**src/rtl/tomasulo_rs.sv**
```systemverilog
// ---------------------------------------------------------------------------
// tomasulo_pkg / tomasulo_rs
//
// Reservation station for the Tomasulo pipeline. It accepts dispatched
// instructions whose operands are either present or pending on a producer
// tag. It snoops the registered CDB to capture pending operands, and it issues
// at most one fully-ready instruction per cycle to its execution unit.
//
// Ports:
//   clk, rst      clock; asynchronous active-low reset
//   dis_*         dispatch request (vld, op, tag, per-operand rdy/tag/value)
//   dis_rdy       a free entry exists (current state only)
//   cdb_r         registered CDB broadcast {vld, tag, wdata}
//   iss_vld, iss  registered issue to the execution unit {op, tag, a, b}
//
// Handshake: a dispatch transfers on a clock edge where dis_vld && dis_rdy.
// dis_vld with dis_rdy low is dropped. The issue side has no ready signal;
// every cycle with iss_vld=1 is consumed by the execution unit.
// ---------------------------------------------------------------------------
package tomasulo_pkg;
   typedef enum logic [2:0] {
      OP_ADD = 3'd0,
      OP_SUB = 3'd1,
      OP_AND = 3'd2,
      OP_OR  = 3'd3,
      OP_XOR = 3'd4
   } op_t;

   typedef logic [3:0]  tag_t;
   typedef logic [31:0] word_t;

   typedef struct packed {
      logic  vld;
      tag_t  tag;
      word_t wdata;
   } cdb_t;

   typedef struct packed {
      op_t   op;
      tag_t  tag;
      word_t a;
      word_t b;
   } issue_t;
endpackage

module tomasulo_rs
   import tomasulo_pkg::*;
#(
   parameter int N = 4
) (
   input  logic   clk,
   input  logic   rst,
   input  logic   dis_vld,
   input  op_t    dis_op,
   input  tag_t   dis_tag,
   input  logic   dis_a_rdy,
   input  logic   dis_b_rdy,
   input  tag_t   dis_a_tag,
   input  tag_t   dis_b_tag,
   input  word_t  dis_a,
   input  word_t  dis_b,
   output logic   dis_rdy,
   input  cdb_t   cdb_r,
   output logic   iss_vld,
   output issue_t iss
);

   localparam int IW = (N > 1) ? $clog2(N) : 1;

   typedef struct packed {
      logic  vld;
      op_t   op;
      tag_t  tag;
      logic  a_rdy;
      tag_t  a_tag;
      word_t a;
      logic  b_rdy;
      tag_t  b_tag;
      word_t b;
   } entry_t;

   entry_t         ent_q [N];
   entry_t         ent_d [N];
   entry_t         new_ent;
   logic           any_free;
   logic [IW-1:0]  free_idx;
   logic           any_sel;
   logic [IW-1:0]  sel_idx;

   // Lowest-index free entry and lowest-index ready entry. Iterating from the
   // top down lets the lowest index overwrite any higher match. Select reads
   // registered rdy bits only, so a wakeup is never selected in its own cycle.
   always_comb begin
      any_free = 1'b0;
      free_idx = '0;
      any_sel  = 1'b0;
      sel_idx  = '0;
      for (int i = N - 1; i >= 0; i--) begin
         if (!ent_q[i].vld) begin
            any_free = 1'b1;
            free_idx = IW'(i);
         end
         if (ent_q[i].vld && ent_q[i].a_rdy && ent_q[i].b_rdy) begin
            any_sel = 1'b1;
            sel_idx = IW'(i);
         end
      end
   end

   assign dis_rdy = any_free;

   // Incoming entry, with a same-cycle CDB match folded in so the operand
   // does not miss a broadcast that is already on the bus.
   always_comb begin
      new_ent       = '0;
      new_ent.vld   = 1'b1;
      new_ent.op    = dis_op;
      new_ent.tag   = dis_tag;
      new_ent.a_rdy = dis_a_rdy;
      new_ent.a_tag = dis_a_tag;
      new_ent.a     = dis_a;
      new_ent.b_rdy = dis_b_rdy;
      new_ent.b_tag = dis_b_tag;
      new_ent.b     = dis_b;
      if (cdb_r.vld && !dis_a_rdy && (dis_a_tag == cdb_r.tag)) begin
         new_ent.a_rdy = 1'b1;
         new_ent.a     = cdb_r.wdata;
      end
      if (cdb_r.vld && !dis_b_rdy && (dis_b_tag == cdb_r.tag)) begin
         new_ent.b_rdy = 1'b1;
         new_ent.b     = cdb_r.wdata;
      end
   end

   // Next state: wakeup, free the selected entry, then write the dispatch.
   // The free slot is never the selected slot (selected entries are valid),
   // and a selected entry is fully ready so wakeup cannot touch it.
   always_comb begin
      for (int i = 0; i < N; i++) begin
         ent_d[i] = ent_q[i];
         if (ent_q[i].vld && cdb_r.vld) begin
            if (!ent_q[i].a_rdy && (ent_q[i].a_tag == cdb_r.tag)) begin
               ent_d[i].a_rdy = 1'b1;
               ent_d[i].a     = cdb_r.wdata;
            end
            if (!ent_q[i].b_rdy && (ent_q[i].b_tag == cdb_r.tag)) begin
               ent_d[i].b_rdy = 1'b1;
               ent_d[i].b     = cdb_r.wdata;
            end
         end
      end
      if (any_sel) begin
         ent_d[sel_idx].vld = 1'b0;
      end
      if (dis_vld && any_free) begin
         ent_d[free_idx] = new_ent;
      end
   end

   always_ff @(posedge clk or negedge rst) begin
      if (!rst) begin
         for (int i = 0; i < N; i++) begin
            ent_q[i] <= '0;
         end
         iss_vld <= 1'b0;
         iss     <= '0;
      end else begin
         for (int i = 0; i < N; i++) begin
            ent_q[i] <= ent_d[i];
         end
         iss_vld <= any_sel;
         if (any_sel) begin
            iss <= '{op:  ent_q[sel_idx].op,
                     tag: ent_q[sel_idx].tag,
                     a:   ent_q[sel_idx].a,
                     b:   ent_q[sel_idx].b};
         end
      end
   end

endmodule
```
**config.mk**
```make
export PLATFORM = sky130hd
export DESIGN_NAME = tomasulo_rs
export DESIGN_NICKNAME = d
export VERILOG_FILES = /design/src/rtl/tomasulo_rs.sv
export SDC_FILE = /design/constraint.sdc
export NUM_CORES = 1
export LEC_CHECK = 0
export CAP_MARGIN = 15
export CORE_UTILIZATION = 55
export CTS_CLUSTER_SIZE = 12
export DETAILED_ROUTE_END_ITERATION = 12
export GPL_ROUTABILITY_DRIVEN = 1
export GPL_TIMING_DRIVEN = 1
export PLACE_DENSITY = 0.77
export SLEW_MARGIN = 10
export SYNTH_ARGS = -nofsm -noshare
export SYNTH_HDL_FRONTEND = slang
export SYNTH_SLANG_ARGS = --single-unit
```
**constraint.sdc**
```tcl
create_clock -name clk -period 3.5 [get_ports clk]
set_clock_uncertainty 0.1 [all_clocks]
set_input_delay 1.05 -clock clk [delete_from_list [all_inputs] [get_ports clk]]
set_output_delay 1.05 -clock clk [all_outputs]
set_load 0.01 [all_outputs]
```
# Yosys cells after proc, flatten, opt, wreduce, memory -nomap -nowiden
# Cells that the tools add are included.
# totals
reg_bits	400
inputBits	121
output_inout_bits	73
# op_classes
n_lt_le_gt_ge	4
eq_ne	10
mux	59
n_bitwise	2
reduce_logical	37
# ops
cell	n
328-bit bitwise mux	2
328-bit 2-to-1 mux	2
32-bit 2-to-1 mux	14
82-bit demux with 2-bit select	2
82-bit binary-select mux with 2-bit select	1
82-bit 2-to-1 mux	2
81-bit 2-to-1 mux	2
33-bit 2-to-1 mux	4
4-bit == test	10
1-bit logical AND	27
1-bit 2-to-1 mux	22
2-bit 2-to-1 mux	8
1-bit zero test	10
3-bit >= comparator (second input constant)	2
3-bit by 1-bit less-than comparator with 1-bit output (second input constant)	2
2-bit NOT with 3-bit output	2

# Depth between registers and ports, before layout
# logic_depth
depth_word	15
ltp_mapped	9
ltp_nobuf	5

# Least setup slack after synthesis
# Ideal clock, no wire load.
# synth_timing
kind	in2reg
startpoint	input cdb_r[35] (netlist bit)
endpoint	register ent_q[100] (netlist bit)
arrival_time_ns	2.555
path_slack_ns	0.695
cell_stages	8
path_buffers	3
cell_sequence	buf_6 > xnor2_1 > nand3_1 > nor4b_2 > buf_6 > a21o_1 > buf_4 > a221oi_2
# synth_lines
item	line_no	source
start: declaration	63	input cdb_t cdb_r,
end signal: indexed assignment	169	ent_q[i] <= ent_d[i];
end: declaration	82	entry_t ent_q [N];

==> impl_metrics.ini <==
[yosys]
avgSynthCellArea_sq_um = 10.4
synth_most_common_cell = dfrtp_1
netlist_instances = 1850
yosys_warnings = 0
synth_top_cells_by_count = dfrtp_1, nand2_1, or3_1, o221a_2, clkbuf_1
syn_nets = 1971
synth_ff_type = dfrtp_1
async_reset_ff_frac = 1.00
ys_ff_latch = 400
yosysTopAreaCell = dfrtp_1
seq_area_frac_synth = 0.519
synth-edff-count = 0
syn-cell-area_sq_um = 19300
synth_top_area_frac = 0.519
ys_top_cells_by_area = dfrtp_1, o221a_2, or3_1
synth_cell_types = 47

[placement]
dp_hpwl_um = 36100
portBuffers = 193
dpl-instance-area_sq_um = 22100
globalplace.congestion = 0.891

[power_and_ir_drop]
finalPower_mw = 22.1
clock_power_share = 0.206
p_per_area_nw_per_um2 = 939
p_int_mw = 14.1
leakage_nw = 9.66
ir_drop_v = 0.000605
p_sw_mw = 7.98
sw_frac_of_total = 0.361
combPwrFrac = 0.416
p_seq_frac = 0.379

[detailed_routing]
drt_iter0_markers = 1861
drt-wirelength-per-cell_um = 24.4
ant_nets = 0
first_pass_iters = 7
wl_um = 60200
drc = 0
vias_per_cell = 6.67
vias = 16500

[setup_path]
cp.required_ns = 3.88
crit_type = in2reg
endpoint_kind = flip-flop
startpoint_type = input port
cp_max_fo = 57
critical_path.reg2reg.endpoint = iss[59]
r2r_slack_ns = 0.94
r2r_start = ent_q[245]
cp_data_arrival_time_ns = 3.58
r2r_cells = 5

[floorplanning]
die_w_um = 189
rows = 68
die_area_sq_um = 35800
coreArea_sq_um = 34500
initial_utilization = 0.559
ioPinCount = 194
die_y_um = 189

[run_status]
status = completed

[clock_network]
cts_tree = built
holdBufCountCts = 0
path_clk_slew_ns = 0.06
clockBufferDepth = 3
clock_sinks = 400
cts_buffers = 43
ctsResizeCount = 0
worstSkewPairLatency_ns = 0.56
postCtsSetupBuffers = 0
cts_htree_levels = 2
cts-root-buf = clkbuf_16

[worst_hold_path]
worstHoldStart = ent_q[322]
hp-class = reg2reg
min_to = ent_q[322]
hold_depth = 2

[sta]
slew_headroom = 0.226
finalSetupTns_ns = 0
max_freq_mhz = 313
hold_viol_final = 0
drv_slew = 0
fin_crit_sh = 0.914
worst_pin_slew_ns = 1.16
min_period_ns = 3.20
finalSetupViolCount = 0
rsz0062_at_grt = no

[finish]
multiInputGateArea_sq_um = 8150
stdcell_area_sq_um = 23500
drive_above_1_share = 0.216
n_fill_cell = 2528
regArea_sq_um = 10000
nets = 2105
area_growth_syn_to_layout_pct = 22.0

[grt]
grt_pass1_wl_um = 95600
grt_overflow = 0
grtUsageTotal = 0.341
antenna_found_initial = 2
grt_pass1_vias = 16900
grt_max_degree = 81

[job]
drv_cap = 0
-- per-layer routing --
layer,vias to the layer above,track usage,wire [um]
met2,1006,0.550,28300
met4,2,0.138,2110
met3,159,0.0625,6140
met1,8188,0.457,23600
li1,7108,-,-
met5,-,0,11
-- how the worst max path moves through the flow --
stage | startpoint | to | slack (ns) | depth (start not counted)
finish | cdb_r[33] | ent_q[215] | 0.30 | 9
global route | cdb_r[33] | ent_q[215] | 0.24 | 9
CTS | cdb_r[33] | ent_q[54] | 0.34 | 7
detailed placement | cdb_r[33] | ent_q[40] | -0.22 | 7
global placement | cdb_r[33] | ent_q[56] | -0.16 | 7
floorplan | cdb_r[35] | ent_q[100] | 0.69 | 8
-- sequential cells by signal, summed over array words and instances (netlist names) --
signal and flops:
ent_q 328, iss 71, iss_vld 1
-- power groups by stage --
stage / logic [mW] / registers [mW] / clock network (mW)
floorplan: 5.77 / 8.11 / 0
global placement: 8.78 / 8.30 / 0
detailed placement: 9.06 / 8.37 / 0
CTS: 9.12 / 8.34 / 4.57
global route: 9.92 / 8.62 / 4.76
finish: 9.19 / 8.38 / 4.54
-- cell type report --
cell class	instances	area share
diodes	1	0.000106
multi-input cells	1180	0.346
clock buffers	64	0.0524
flip-flops and latches	400	0.425
clock inverters	10	0.00691
inverters	69	0.0110
well taps	455	0.0242
repair buffers	290	0.134
-- critical path: stages --
cell and delay, ns:
clkdlybuf4s50_1 0.60, inv_2 0.06, a222oi_1 0.39, nor4b_4 0.26, buf_4 0.19, buf_4 0.18, buf_4 0.42, or3_1 0.20
o221a_2 0.18
-- layout by cell type, fill, tap and decap left out, types with 3 or more instances in the layout --
cell	Yosys	routed
a21boi_4	2	6
a221oi_2	30	30
a31oi_1	71	71
buf_12	0	36
buf_4	4	59
bufinv_16	0	3
clkbuf_1	100	13
clkbuf_16	0	43
clkbuf_8	0	8
clkdlybuf4s50_1	0	192
clkinv_2	0	3
dfrtp_1	400	400
inv_1	68	68
nand2_1	332	325
nand2_2	0	6
nand3_1	15	13
nor2_1	79	77
nor3_1	41	41
o21ai_0	15	15
o21ai_1	3	3
o221a_1	8	8
o221a_2	216	216
o221ai_1	71	71
or3_1	225	224
or4_1	5	5
xnor2_1	24	24
xor2_1	13	13
-- kinds of logic (layout without fill, tap and decap cells) --
group | count (synthesis) | in the layout | synth area share
AOI/OAI and AO/OA | 430 | 430 | 0.222
and+or+nand+nor | 713 | 713 | 0.177
xor gates and xnor gates | 37 | 37 | 0.0168
buffers and inverters | 270 | 433 | 0.0660
DFF | 400 | 400 | 0.519
other | 0 | 1 | 0
-- through the flow --
stage / utilization / worst slack (ns) / instances / hold WS (ns)
6_report: 0.682 / 0.301 / 2469 / 0.375
3_5_place_dp: 0.640 / -0.218 / 2392 / 0.362
5_1_grt: 0.682 / 0.237 / 2469 / 0.391
3_3_place_gp: 0.640 / -0.156 / 2392 / 0.358
4_1_cts: 0.680 / 0.336 / 2466 / 0.378
2_1_floorplan: - / 0.695 / 1850 / 0.346
Note: power is estimated with default switching activity, not from simulation.
